==> config.mk <==
export PLATFORM = sky130hd
export DESIGN_NAME = serial_adder
export DESIGN_NICKNAME = d
export VERILOG_FILES = /design/src/rtl/serial_adder.sv
export SDC_FILE = /design/constraint.sdc
export NUM_CORES = 1
export LEC_CHECK = 0
export BUFFER_PORTS_ARGS = -buffer_cell sky130_fd_sc_hd__buf_2
export CORE_AREA = 5 5 57 71
export DETAILED_ROUTE_END_ITERATION = 10
export DIE_AREA = 0 0 62 76
export PLACE_DENSITY = 0.75
export SLEW_MARGIN = 10
export SYNTH_ARGS = -nofsm -noshare
export SYNTH_HDL_FRONTEND = slang
export SYNTH_HIERARCHICAL = 1
export SYNTH_SLANG_ARGS = --single-unit
==> constraint.sdc <==
create_clock -name clk -period 1.5 [get_ports clk]
set_input_delay 0.375 -clock clk [delete_from_list [all_inputs] [get_ports clk]]
set_output_delay 0.375 -clock clk [all_outputs]
set_load 0.02 [all_outputs]
==> src/rtl/serial_adder.sv <==
// Bit-serial adder: one full-adder cell built from two HA instances, carry held in a register.
// Operands are shifted LSB first; the sum is assembled MSB-inserted over WIDTH RUN cycles.

module HA (
    input  logic a,
    input  logic b,
    output logic s,
    output logic c
);
    assign s = a ^ b;
    assign c = a & b;
endmodule

// state | meaning
// IDLE  | in_ready=1, waiting for an operand handshake
// RUN   | one bit pair per cycle, WIDTH cycles
// DONE  | out_valid=1, sum/cout held until out_ready
module serial_adder #(
    parameter int WIDTH = 8
) (
    input  logic             clk,
    input  logic             rst,
    input  logic             in_valid,
    output logic             in_ready,
    input  logic [WIDTH-1:0] a,
    input  logic [WIDTH-1:0] b,
    input  logic             cin,
    output logic             out_valid,
    input  logic             out_ready,
    output logic [WIDTH-1:0] sum,
    output logic             cout
);
    localparam int CNT_W = $clog2(WIDTH + 1);

    typedef enum logic [1:0] {IDLE, RUN, DONE} state_t;

    state_t            state;
    logic [WIDTH-1:0]  a_sr;
    logic [WIDTH-1:0]  b_sr;
    logic [WIDTH-1:0]  sum_sr;
    logic [WIDTH-1:0]  sum_shift;
    logic              carry_q;
    logic [CNT_W-1:0]  cnt;

    logic s0, c0, c1, bit_sum, carry_next;

    HA u_ha0 (.a(a_sr[0]), .b(b_sr[0]), .s(s0),      .c(c0));
    HA u_ha1 (.a(s0),      .b(carry_q), .s(bit_sum), .c(c1));

    assign carry_next = c0 | c1;

    // A single-bit result register has no upper bits to shift down.
    if (WIDTH == 1) begin : g_w1
        assign sum_shift = bit_sum;
    end else begin : g_wn
        assign sum_shift = {bit_sum, sum_sr[WIDTH-1:1]};
    end

    assign sum  = sum_sr;
    assign cout = carry_q;

    always_ff @(posedge clk) begin
        if (rst) begin
            state     <= IDLE;
            in_ready  <= 1'b1;
            out_valid <= 1'b0;
            a_sr      <= '0;
            b_sr      <= '0;
            sum_sr    <= '0;
            carry_q   <= 1'b0;
            cnt       <= '0;
        end else begin
            case (state)
                IDLE: begin
                    if (in_valid) begin
                        a_sr     <= a;
                        b_sr     <= b;
                        carry_q  <= cin;
                        cnt      <= '0;
                        state    <= RUN;
                        in_ready <= 1'b0;
                    end
                end
                RUN: begin
                    sum_sr  <= sum_shift;
                    carry_q <= carry_next;
                    a_sr    <= a_sr >> 1;
                    b_sr    <= b_sr >> 1;
                    cnt     <= cnt + CNT_W'(1);
                    if (cnt == CNT_W'(WIDTH - 1)) begin
                        state     <= DONE;
                        out_valid <= 1'b1;
                    end
                end
                DONE: begin
                    if (out_ready) begin
                        state     <= IDLE;
                        out_valid <= 1'b0;
                        in_ready  <= 1'b1;
                    end
                end
                default: begin
                    state     <= IDLE;
                    in_ready  <= 1'b1;
                    out_valid <= 1'b0;
                end
            endcase
        end
    end
endmodule

==> flow_summary.toml <==
[status]
outcome = "finished, final reports clean"

[setup_path]
max_stage_delay_ps = 540
cp-start-kind = "flop"
crit_chain = "inv_2 -> or4_1 -> a31oi_1"
cp.arrival_ps = 1620
required_ps = 1720
crit_type = "reg2reg"
reg2reg_depth = 3
cpMaxStageDelayCell = "dfxtp_1"
crit_path_end_kind = "flop"
cp_max_fo = 11

[floorplan]
fp.coreArea_mm2 = 0.00336
start_util_pct = 41.9
io_pins = 32
rows = 24
die_w_um = 62
fp.dieH_um = 76
fp.dieArea_mm2 = 0.00471

[layout]
antenna_cells = 0
final_area_mm2 = 0.00171
areaGrowthSynthToFinish_pct = 21.1
n_fill_cell = 332
final_util_pct = 50.8
drive_gt1_share_pct = 26.1
nNetsFinal = 222

[hold_path]
hp-class = "in2reg"
hold_path_depth = 3

[clocking]
cts.sinks = 33
postCtsHoldBufs = 0
clk_path_buf_depth = 2
cts_root_buf = "clkbuf_8"
cts.clk_slew.worst_paths_ps = 70
h-tree-depth = 2
cts_made_buffers = 5
clk_latency_ps = 290
cts_tree = "done"
post-cts-setup-buffers = 0
post_cts_resized = 0

[placed_design]
gp_congestion = 0.756
dpl_cell_area_mm2 = 0.00162
io_buffers = 31
hpwl_um = 2370

[synthesis]
yosysUniqueCellTypes = 31
syn_area_per_cell_um2 = 8.65
synth.most_common_cell = "dfxtp_1"
yosysTopAreaCell = "dfxtp_1"
synth_edf_count = 0
syn_area_mm2 = 0.00141
synth_top_area_share_pct = 46.9
synthTopCellsByCount = "dfxtp_1, nor2_1, nand2_1"
synth_area_leaders = "dfxtp_1, nor2_1, a211oi_1, o2bb2ai_1, nand2_1"
yosysWarnings = 6
ys_ff_latch = 33
synth_flop_cell = "dfxtp_1"
async_flop_share_pct = 0
syn-num-nets = 187
postSynthCellCount = 163
yosysSeqAreaShare_pct = 46.9

[flow_run]
drv_cap = 0

[grt]
grt_max_degree = 17
antenna_found_initial = 0
grt_usage_pct = 15.6
grt_pass1_wl_um = 5550
grt_pass1_vias = 1269
overflow = 0

[power_and_ir_drop]
power_frac_clock_pct = 35.2
power_density_mw_per_mm2 = 1090
sw_frac_of_total_pct = 26.9
internal-power_w = 0.00136
irDropWorstVdd_mv = 0.749
p_leak_nw = 0.726
power.net_switching_w = 0.000501
seqPwrFrac_pct = 51.6
comb_power_share_pct = 13.2

[timing]
fin_skew_ps = 3.02
drv_slew = 0
worstMarginPinSlew_ps = 506
setup-violations-final = 0
period_needed_ps = 1400
hold_violations = 0
finalCritPeriodShare_pct = 93.1
fmax_mhz = 716
rsz0062_at_grt = "no"
fin_setup_tns_ps = 0
max_slew_margin_pct = 66.2

[drt]
wl_per_cell_um = 13.1
num_vias = 1273
drc_errors = 0
antenna_left = 0
routed_wl_um = 3110
first_pass_iters = 4
vias_per_cell = 5.35
drtIter0Drc = 24
==> through the flow <==
stage | total power, W | setup WS (ps) | hold slack (ps) | cells
4_1_cts | 0.00188 | 122 | 323 | 238
6_report | 0.00186 | 103 | 323 | 238
3_3_place_gp | 0.00123 | 165 | 446 | 230
3_5_place_dp | 0.00123 | 123 | 443 | 230
2_1_floorplan | 0.00114 | 274 | 472 | 163
5_1_grt | 0.00196 | 51.2 | 348 | 238
==> logic make-up after synthesis <==
kind of cell / count (synthesis) / synth area share [%]
flip-flops: 33 / 46.8
multiplexers: 2 / 1.42
adder cells (fa/ha/maj): 3 / 2.66
AO/OA/AOI/OAI: 50 / 25.6
buffers and inverters: 16 / 5.85
AND/OR/NAND/NOR: 59 / 17.7
==> sequential cells by signal, indices dropped and copies added (netlist names) <==
| register | count |
|---|---|
| a_sr | 8 |
| b_sr | 8 |
| sum | 8 |
| cout | 1 |
| cnt | 4 |
| in_ready | 1 |
| out_valid | 1 |
| state | 2 |
==> power by group through the flow <==
stage	Clock [W]	Combinational, W	Sequential (W)
floorplan	0	0.000160	0.000980
global placement	0	0.000245	0.000980
detailed placement	0	0.000248	0.000981
CTS	0.000672	0.000249	0.000961
global route	0.000715	0.000278	0.000968
finish	0.000655	0.000246	0.000961
==> worst max-delay path: cells and delay by family (launching register included) <==
kind                   cells  cell delay [ps]
buffers and inverters      1              140
DFF                        1              540
AOI/OAI and AO/OA          1              160
and+or+nand+nor            1              490
==> metal layers <==
layer	track usage [%]	vias to the layer above	wire, µm
met5	0	-	0
met1	17.5	589	1250
li1	-	652	-
met4	9.55	0	105
met3	4.24	9	122
met2	24.9	23	1630
==> cell usage in the layout, fill, tap and decap left out, drive strengths merged, types with 2 or more instances in the layout <==
master / n
a22oi: 3
ha: 3
o22ai: 5
inv: 2
a211oi: 15
a21oi: 11
clkbuf: 5
nor2: 30
o21bai: 2
nand2: 18
nor3: 3
nand3: 2
buf: 42
clkinv: 2
dfxtp: 33
nand2b: 2
mux2i: 2
o2bb2ai: 9
==> area by class of cell <==
class	instances	area [µm²]	area share [%]
clock buffers	5	68.8	4.03
repair buffers	42	238	13.9
clock inverters	3	17.5	1.03
flip-flops and latches	33	661	38.7
multi-input cells	114	667	39.0
well taps	39	48.8	2.86
inverters	2	7.51	0.440
==> path summary, 6_finish.rpt <==
kind	slack, ps	endpoint	startpoint
setup / recovery	100	cnt[3]	state[0]
hold / removal	320	b_sr[7]	b[7]
setup reg to reg	100	cnt[3]	state[0]
hold reg to reg	450	sum[0]	sum[0]
Note: power is estimated with default switching activity, not from simulation.
